`config.mk`:
```
export PLATFORM = sky130hd
export DESIGN_NAME = uart_tx_flat
export DESIGN_NICKNAME = d
export VERILOG_FILES = /design/src/rtl/uart_pkg.sv /design/src/rtl/uart_tx_if.sv /design/src/rtl/uart_tx.sv /design/src/flat_wrapper.sv
export SDC_FILE = /design/constraint.sdc
export NUM_CORES = 1
export LEC_CHECK = 0
export ABC_AREA = 1
export CAP_MARGIN = 5
export CORE_ASPECT_RATIO = 1.25
export CORE_UTILIZATION = 45
export CTS_BUF_LIST = sky130_fd_sc_hd__clkbuf_8
export DETAILED_ROUTE_END_ITERATION = 6
export GPL_ROUTABILITY_DRIVEN = 1
export GPL_TIMING_DRIVEN = 0
export PLACE_DENSITY = 0.67
export SLEW_MARGIN = 20
export SYNTH_ARGS = -nofsm -noshare
export SYNTH_HDL_FRONTEND = slang
export SYNTH_SLANG_ARGS = --single-unit
```
`constraint.sdc`:
```
create_clock -name clk -period 2.2 [get_ports clk]
set_clock_uncertainty 0.15 [all_clocks]
set_input_delay 0.33 -clock clk [delete_from_list [all_inputs] [get_ports clk]]
set_output_delay 0.33 -clock clk [all_outputs]
set_load 0.01 [all_outputs]
```
`src/rtl/uart_pkg.sv`:
```
// Shared UART definitions: tx state encoding, default frame parameters and the odd-parity helper.
package uart_pkg;

   localparam int unsigned DEFAULT_DATA_BITS  = 8;
   localparam int unsigned DEFAULT_OVS_FACTOR = 16;
   localparam int unsigned MAX_DATA_BITS      = 9;

   typedef enum logic [2:0] {
      IDLE,
      START,
      DATA,
      PARITY,
      STOP
   } uart_tx_state_e;

   // Zero-extended input keeps the XOR unchanged for any DATA_BITS up to MAX_DATA_BITS.
   function automatic logic odd_parity(input logic [MAX_DATA_BITS-1:0] data);
      return ~^data;
   endfunction

endpackage

```
`src/rtl/uart_tx_if.sv`:
```
// Producer-side valid/ready word handshake into the UART transmitter.
interface uart_tx_if #(
   parameter int unsigned DATA_BITS = 8
);

   logic [DATA_BITS-1:0] tx_data;
   logic                 tx_valid;
   logic                 tx_ready;
   logic                 parity_enable;

   modport master (
      output tx_data,
      output tx_valid,
      output parity_enable,
      input  tx_ready
   );

   modport slave (
      input  tx_data,
      input  tx_valid,
      input  parity_enable,
      output tx_ready
   );

endinterface

```
`src/rtl/uart_tx.sv`:
```
// UART transmitter: start, DATA_BITS data LSB first, optional odd parity, stop; timed by tick_16x.
// Define UART_TX_TWO_STOP_EN for two stop bits.
module uart_tx
   import uart_pkg::*;
#(
   parameter int unsigned DATA_BITS  = DEFAULT_DATA_BITS,
   parameter int unsigned OVS_FACTOR = DEFAULT_OVS_FACTOR
) (
   input  logic       clk,
   input  logic       reset,
   input  logic       tick_16x,
   uart_tx_if.slave   bus,
   output logic       tx_pin,
   output logic       tx_busy,
   output logic       tx_done
);

   localparam int unsigned OS_W = $clog2(OVS_FACTOR);
   localparam int unsigned BI_W = $clog2(DATA_BITS);

   uart_tx_state_e       state_q, state_d;
   logic [OS_W-1:0]      os_count_q, os_count_d;
   logic [BI_W-1:0]      bit_index_q, bit_index_d;
   logic [DATA_BITS-1:0] shift_q, shift_d;
   logic                 par_en_q, par_en_d;
   logic                 parity_q, parity_d;
   logic                 tx_ready_q;
   logic                 pin_d;
   logic                 done_d;
   logic                 bit_end;
`ifdef UART_TX_TWO_STOP_EN
   logic                 stop_sel_q, stop_sel_d;
`endif

   assign bus.tx_ready = tx_ready_q;

   // Next-state, counters and the registered line level for the coming cycle.
   always_comb begin
      state_d     = state_q;
      os_count_d  = os_count_q;
      bit_index_d = bit_index_q;
      shift_d     = shift_q;
      par_en_d    = par_en_q;
      parity_d    = parity_q;
      done_d      = 1'b0;
      bit_end     = 1'b0;
      pin_d       = 1'b1;
`ifdef UART_TX_TWO_STOP_EN
      stop_sel_d  = stop_sel_q;
`endif

      if (state_q != IDLE && tick_16x) begin
         if (os_count_q == OS_W'(OVS_FACTOR - 1)) begin
            os_count_d = '0;
            bit_end    = 1'b1;
         end else begin
            os_count_d = os_count_q + OS_W'(1);
         end
      end

      case (state_q)
         IDLE: begin
            if (bus.tx_valid && tx_ready_q) begin
               shift_d    = bus.tx_data;
               par_en_d   = bus.parity_enable;
               parity_d   = odd_parity(MAX_DATA_BITS'(bus.tx_data));
               os_count_d = '0;
               state_d    = START;
            end
         end
         START: begin
            if (bit_end) begin
               state_d     = DATA;
               bit_index_d = '0;
            end
         end
         DATA: begin
            if (bit_end) begin
               if (bit_index_q == BI_W'(DATA_BITS - 1)) begin
                  state_d = par_en_q ? PARITY : STOP;
               end else begin
                  bit_index_d = bit_index_q + BI_W'(1);
               end
            end
         end
         PARITY: begin
            if (bit_end) state_d = STOP;
         end
         STOP: begin
`ifdef UART_TX_TWO_STOP_EN
            if (bit_end) begin
               if (!stop_sel_q) begin
                  stop_sel_d = 1'b1;
               end else begin
                  stop_sel_d = 1'b0;
                  state_d    = IDLE;
                  done_d     = 1'b1;
               end
            end
`else
            if (bit_end) begin
               state_d = IDLE;
               done_d  = 1'b1;
            end
`endif
         end
         default: state_d = IDLE;
      endcase

      // Line level follows the state being entered so tx_pin comes straight from a flop.
      case (state_d)
         START:   pin_d = 1'b0;
         DATA:    pin_d = shift_d[bit_index_d];
         PARITY:  pin_d = parity_d;
         default: pin_d = 1'b1;
      endcase
   end

   always_ff @(posedge clk) begin
      if (reset) begin
         state_q     <= IDLE;
         os_count_q  <= '0;
         bit_index_q <= '0;
         shift_q     <= '0;
         par_en_q    <= 1'b0;
         parity_q    <= 1'b0;
         tx_pin      <= 1'b1;
         tx_ready_q  <= 1'b1;
         tx_busy     <= 1'b0;
         tx_done     <= 1'b0;
`ifdef UART_TX_TWO_STOP_EN
         stop_sel_q  <= 1'b0;
`endif
      end else begin
         state_q     <= state_d;
         os_count_q  <= os_count_d;
         bit_index_q <= bit_index_d;
         shift_q     <= shift_d;
         par_en_q    <= par_en_d;
         parity_q    <= parity_d;
         tx_pin      <= pin_d;
         tx_ready_q  <= (state_d == IDLE);
         tx_busy     <= (state_d != IDLE);
         tx_done     <= done_d;
`ifdef UART_TX_TWO_STOP_EN
         stop_sel_q  <= stop_sel_d;
`endif
      end
   end

endmodule

```
`src/flat_wrapper.sv`:
```
// flat-port wrapper written by rule: the top's interface ports become plain ports
module uart_tx_flat import uart_pkg::*;
#(
   parameter int unsigned DATA_BITS  = DEFAULT_DATA_BITS,
   parameter int unsigned OVS_FACTOR = DEFAULT_OVS_FACTOR
)
  (clk, reset, tick_16x, tx_pin, tx_busy, tx_done, bus_tx_data, bus_tx_valid, bus_parity_enable, bus_tx_ready);
  uart_tx_if #(.DATA_BITS(DATA_BITS)) bus_i ();
  input  logic clk;
  input  logic reset;
  input  logic tick_16x;
  output logic tx_pin;
  output logic tx_busy;
  output logic tx_done;
  input wire logic [$bits(bus_i.tx_data)-1:0] bus_tx_data;
  input wire logic [$bits(bus_i.tx_valid)-1:0] bus_tx_valid;
  input wire logic [$bits(bus_i.parity_enable)-1:0] bus_parity_enable;
  output wire logic [$bits(bus_i.tx_ready)-1:0] bus_tx_ready;
  assign bus_i.tx_data = bus_tx_data;
  assign bus_i.tx_valid = bus_tx_valid;
  assign bus_i.parity_enable = bus_parity_enable;
  assign bus_tx_ready = bus_i.tx_ready;
  uart_tx #(.DATA_BITS(DATA_BITS), .OVS_FACTOR(OVS_FACTOR)) u_core (.clk(clk), .reset(reset), .tick_16x(tick_16x), .bus(bus_i), .tx_pin(tx_pin), .tx_busy(tx_busy), .tx_done(tx_done));
endmodule
```
==> out/qor.yml, run 1 <==
yosys_warnings: 0
clockBufferDepth: 2
synthCells: 175
hold_viol: 0
layout_common_cells: "34 x nand2_1, 24 x dfxtp_1, 22 x inv_1, 19 x nor2_1, 17 x nand3_1"
viasPerCell: 5.04
p_seq_share_pct: 48.7
cap_violations: 0
fin_util_pct: 56.8
relSlewSlack_pct: 69.6
grt_max_degree: 14
final.period_utilization_pct: 90.4
gr-total-overflow: 0
antennaDiodeCount: 0
cp_top_family: "simple AND/OR/NAND/NOR gates"
vias: 1149
clock-sinks: 24
slowest_stage: "dfxtp_1"
cts_buffers: 3
cp-end-kind: "flip-flop"
antenna_found_initial: 0
core_area_um2: 2710
routedWlPerCell_um: 10.9
grt_usage_pct: 18.6
ys_seq_area_share_pct: 37.3
cts_resized: 0
dpl.cell_count: 224
fin_setup_tns_ns: 0
worst_pin_slew_ns: 0.456
p_leak_nw: 0.690
worst_ep_required_time_ns: 2.22
drv_slew: 0
worstPathMaxFanout: 6
worstPathCellList: "ha_1 > nand3_2 > inv_1 > nand3_2 > nand2_1 > nand3_1 > nand2_1 > inv_2 > nand3_1 > nand3b_1 > nand2_1 > nand2_1 > nand2_1 > nand2_1"
startpoint_type: "flip-flop"
cp_common_cell: "nand2_1"
p_switching_mw: 0.267
crit_type: "flip-flop to flip-flop"
combPwrFrac_pct: 20.4
synth_fp_nets: 190
layout-drive-gt1-share_pct: 15.5
grt_pass1_wl_um: 4280
gp_congestion: 0.847
power_density_nw_per_um2: 637
ir_drop_v: 0.000421
hold_slack_ns: 0.247
dp_hpwl_um: 2000
fmax_ghz: 0.503
worstSkewPairLatency_ns: 0.26
power_frac_clock_pct: 30.9
fin_cells: 228
regArea_um2: 480
syn_area_um2: 1290
multi_input_area_um2: 693
layout.nets: 210
setup_violations: 0
nFillCells: 272
p_int_mw: 0.713
final_antenna_net_count: 0
firstDrtPassIters: 4
grt_pass1_vias: 1058
cts_root_buf: "clkbuf_8"
syn_avg_cell_area_um2: 7.36
remaining_drc_errors: 0
cts_tree: "done"
cp.buffers_inverters: 2
first_iter_violations: 21
switching_share_pct: 27.2
hold_path_class: "primary input to flip-flop"
layout_commonest_cell: "nand2_1"
initial_core_util_pct: 47.6
numPortBuffers: 15
die_w_um: 49.9
die-height_um: 61.8
htreeDepth: 1
cts_setup_buffers: 0
dieArea_um2: 3080
ys_ff_latch: 24
period_minus_slack_ns: 1.99
ctsHoldBuffers: 0
p_total_mw: 0.979
num_io_pins: 17
yosysUniqueCellTypes: 30
wl_um: 2490
max_stage_delay_ns: 0.38
critPathArrivalTime_ns: 2.01
rsz0062_at_grt: "false"
clk_pin_slew_worst_paths_ns: 0.09
status: "finished clean"
syn_to_final_growth_pct: 19.2
num_rows: 21
cell type report:
type / count / share of cell area (%)
inverters: 26 / 6.35
clock buffers: 4 / 3.58
flip-flops and latches: 24 / 31.3
repair buffers: 15 / 9.77
well taps: 34 / 2.77
plain buffers: 4 / 1.14
multi-input cells: 121 / 45.1
path summary, 6_finish.rpt:
check,start,end,slack [ns],cells past startpoint
worst max register to register,u_core.os_count_q[0],u_core.tx_pin,0.21,14
worst min-delay path,reset,u_core.bit_index_q[0],0.25,2
worst max-delay path,u_core.os_count_q[0],u_core.tx_pin,0.21,14
worst min register to register,u_core.os_count_q[1],u_core.os_count_q[1],0.35,2
logic make-up (layout without fill, tap and decap cells):
family,after synthesis,in the layout,share of synthesized area [%]
AND/OR/NAND/NOR,91,91,36.2
buffers and inverters,30,49,8.93
flip-flops,24,24,37.3
AO/OA/AOI/OAI,18,18,8.74
XOR/XNOR,9,9,6.12
adder cells (fa/ha/maj),2,2,1.94
multiplexers,1,1,0.777
power groups by stage:
| stage | sequential, mW | combinational, mW | clock, mW |
|---|---|---|---|
| global placement | 0.486 | 0.197 | 0 |
| global route | 0.481 | 0.224 | 0.326 |
| detailed placement | 0.488 | 0.201 | 0 |
| CTS | 0.478 | 0.202 | 0.305 |
| floorplan | 0.488 | 0.135 | 0 |
| finish | 0.477 | 0.200 | 0.303 |
metal layers:
metal / GRT usage, % / up-vias / wire (µm)
li1: - / 594 / -
met1: 19.4 / 520 / 1020
met2: 35.1 / 27 / 1330
met3: 3.16 / 8 / 85
met4: 11.8 / 0 / 52
met5: 0 / - / 0
stage by stage:
step / cell area, µm² / worst slack (ns)
final: 1540 / 0.211
after global routing: 1540 / 0.0130
after CTS: 1540 / 0.205
after detailed placement: 1480 / 0.0893
after global placement: 1480 / 0.104
after floorplan: 1290 / 0.488
registers in the layout, summed over array words and instances (netlist names):
name / flops
u_core.bit_index_q: 3
u_core.parity_q: 1
u_core.shift_q: 8
u_core.os_count_q: 4
u_core.tx_busy: 1
u_core.par_en_q: 1
u_core.tx_pin: 1
u_core.state_q: 3
u_core.tx_done: 1
u_core.bus.tx_ready: 1
Yosys cell counts:
library cell / n / share of area (%)
xor2_1: 2 / 1.4
or2_2: 1 / 0.49
o21ai_0: 3 / 1.2
dfxtp_1: 24 / 37
o21ai_2: 4 / 2.7
inv_2: 4 / 1.2
xnor2_1: 7 / 4.8
a21oi_1: 3 / 1.2
nor2_1: 19 / 5.5
mux2i_1: 1 / 0.78
nand3_2: 5 / 3.9
nor2_4: 1 / 0.87
buf_2: 2 / 0.78
nand4_1: 1 / 0.49
nor2_2: 2 / 0.97
nand4_2: 1 / 0.97
ha_1: 2 / 1.9
o21ai_1: 5 / 1.9
nor3_1: 3 / 1.2
o211ai_1: 1 / 0.58
o22ai_1: 1 / 0.49
inv_1: 22 / 6.4
nand2_1: 34 / 9.9
nand3_1: 17 / 6.6
nand2_4: 2 / 1.7
o221ai_1: 1 / 0.68
nor2_8: 1 / 1.6
nand3b_1: 1 / 0.58
nand2_2: 3 / 1.5
clkbuf_1: 2 / 0.58
worst reg2reg max path: stages, from the launching register on:
cell      delay [ns]
dfxtp_1         0.38
ha_1            0.21
nand3_2         0.15
inv_1           0.11
nand3_2         0.14
nand2_1         0.09
nand3_1         0.08
nand2_1         0.12
inv_2           0.06
nand3_1         0.09
nand3b_1        0.08
nand2_1         0.07
nand2_1         0.05
nand2_1         0.07
nand2_1         0.04
Note: power is estimated with default switching activity, not from simulation.
==> run 2: changes to the inputs <==
--- a/config.mk
+++ b/config.mk
@@ -13,6 +13,7 @@
 export DETAILED_ROUTE_END_ITERATION = 6
 export GPL_ROUTABILITY_DRIVEN = 1
 export GPL_TIMING_DRIVEN = 0
+export MAX_ROUTING_LAYER = met4
 export PLACE_DENSITY = 0.67
 export SLEW_MARGIN = 20
 export SYNTH_ARGS = -nofsm -noshare
==> out/qor.yml, run 2 (same netlist as run 1, synthesis figures left out) <==
power_density_nw_per_um2: 636
clockBufferDepth: 2
setup.worst_path.end: "u_core.tx_pin"
worstReg2RegStart: "u_core.os_count_q[0]"
worstPathMaxFanout: 6
syn_to_final_growth_pct: 19.2
period_minus_slack_ns: 1.99
max_stage_delay_ns: 0.38
combPwrFrac_pct: 20.4
die-height_um: 61.8
final.period_utilization_pct: 90.3
worst_pin_slew_ns: 0.459
layout-drive-gt1-share_pct: 15.5
first_iter_violations: 20
htreeDepth: 1
p_int_mw: 0.713
hold_path_class: "primary input to flip-flop"
cp_common_cell: "nand2_1"
final_antenna_net_count: 0
grt_usage_pct: 19.3
largest_reg_flops: 8
hold_slack_ns: 0.247
worstSkewPairLatency_ns: 0.26
cp-end-kind: "flip-flop"
p_seq_share_pct: 48.8
dpl.cell_count: 224
ctsHoldBuffers: 0
vias: 1140
layout_common_cells: "34 x nand2_1, 24 x dfxtp_1, 22 x inv_1, 19 x nor2_1, 17 x nand3_1"
viasPerCell: 5.00
cts_tree: "done"
worst_ep_required_time_ns: 2.22
initial_core_util_pct: 47.6
num_rows: 21
cts_root_buf: "clkbuf_8"
hp-start: "reset"
startpoint_type: "flip-flop"
ir_drop_v: 0.000418
fmax_ghz: 0.503
cts_buffers: 3
relSlewSlack_pct: 69.4
switching_share_pct: 27.1
status: "finished clean"
rsz0062_at_grt: "false"
gp_congestion: 0.860
grt_pass1_vias: 1058
antennaDiodeCount: 0
dp_hpwl_um: 2000
numPortBuffers: 15
fin_setup_tns_ns: 0
startpoint: "u_core.os_count_q[0]"
largestRegisters: "u_core.shift_q (8), u_core.os_count_q (4)"
p_switching_mw: 0.265
gr-total-overflow: 0
r2r_setup_slack_ns: 0.21
routedWlPerCell_um: 11.0
clock-sinks: 24
die_w_um: 49.9
cts_resized: 0
grt_pass1_wl_um: 4290
place_area_um2: 1480
p_leak_nw: 0.690
worstPathCellList: "ha_1 > nand3_2 > inv_1 > nand3_2 > nand2_1 > nand3_1 > nand2_1 > inv_2 > nand3_1 > nand3b_1 > nand2_1 > nand2_1 > nand2_1 > nand2_1"
remaining_drc_errors: 0
cts_setup_buffers: 0
hold_viol: 0
cap_violations: 0
wl_um: 2500
layout.nets: 210
power_frac_clock_pct: 30.7
fin_cells: 228
crit_type: "flip-flop to flip-flop"
clk_pin_slew_worst_paths_ns: 0.08
grt_max_degree: 14
antenna_found_initial: 0
r2r_cells: 14
core_area_um2: 2710
num_io_pins: 17
slowest_stage: "dfxtp_1"
setup_violations: 0
drv_slew: 0
firstDrtPassIters: 4
dieArea_um2: 3080
design_area_um2: 1540
layout_commonest_cell: "nand2_1"
p_total_mw: 0.977
r2r_end: "u_core.tx_pin"
critPathArrivalTime_ns: 2.00
top_register: "u_core.shift_q"
[run 2: cell counts in the layout (fill, tap and decap cells not counted)]
Identical to the previous run, type by type.
[run 2: final cells by class]
| class | instances | area [µm²] |
|---|---|---|
| Tap cell | 34 | 42.5 |
| Fill cell | 272 | 1170 |
| Multi-Input combinational cell | 121 | 693 |
| Inverter | 26 | 97.6 |
| Buffer | 4 | 17.5 |
| Clock buffer | 4 | 55.1 |
| Timing Repair Buffer | 15 | 150 |
| Sequential cell | 24 | 480 |
[run 2: worst min-delay path by stage]
stage	cells after the start	endpoint	slack [ns]
after CTS	2	u_core.bit_index_q[0]	0.26
after global placement	2	u_core.os_count_q[1]	0.32
after floorplan	2	u_core.os_count_q[1]	0.31
final	2	u_core.bit_index_q[0]	0.25
after global routing	2	u_core.bit_index_q[0]	0.29
after detailed placement	2	u_core.os_count_q[1]	0.34
[run 2: metal layers]
| metal | wire, µm | part of all wire, % | GRT usage, % |
|---|---|---|---|
| met1 | 1060 | 42 | 19.6 |
| met2 | 1320 | 53 | 35.1 |
| met3 | 68 | 2.7 | 3.16 |
| met5 | 0 | 0 | - |
| met4 | 48 | 1.9 | 11.8 |
[run 2: through the flow]
| step | utilization, % | setup slack, ns |
|---|---|---|
| after global placement | 54.7 | 0.104 |
| after floorplan | - | 0.488 |
| final | 56.8 | 0.214 |
| after CTS | 56.8 | 0.205 |
| after global routing | 56.8 | 0.0130 |
| after detailed placement | 54.7 | 0.0893 |
[run 2: critical path, delay by kind of cell (launching register included)]
family | cells | cell delay [ns]
buffers and inverters | 2 | 0.17
adders and majority gates | 1 | 0.21
and+or+nand+nor | 11 | 0.98
DFF | 1 | 0.38
[run 2: power groups by stage]
stage          registers [mW]  clock network [mW]  logic (mW)
4_1_cts                 0.478               0.305       0.202
2_1_floorplan           0.488                   0       0.135
6_report                0.477               0.301       0.200
3_5_place_dp            0.488                   0       0.201
3_3_place_gp            0.486                   0       0.197
5_1_grt                 0.481               0.326       0.224
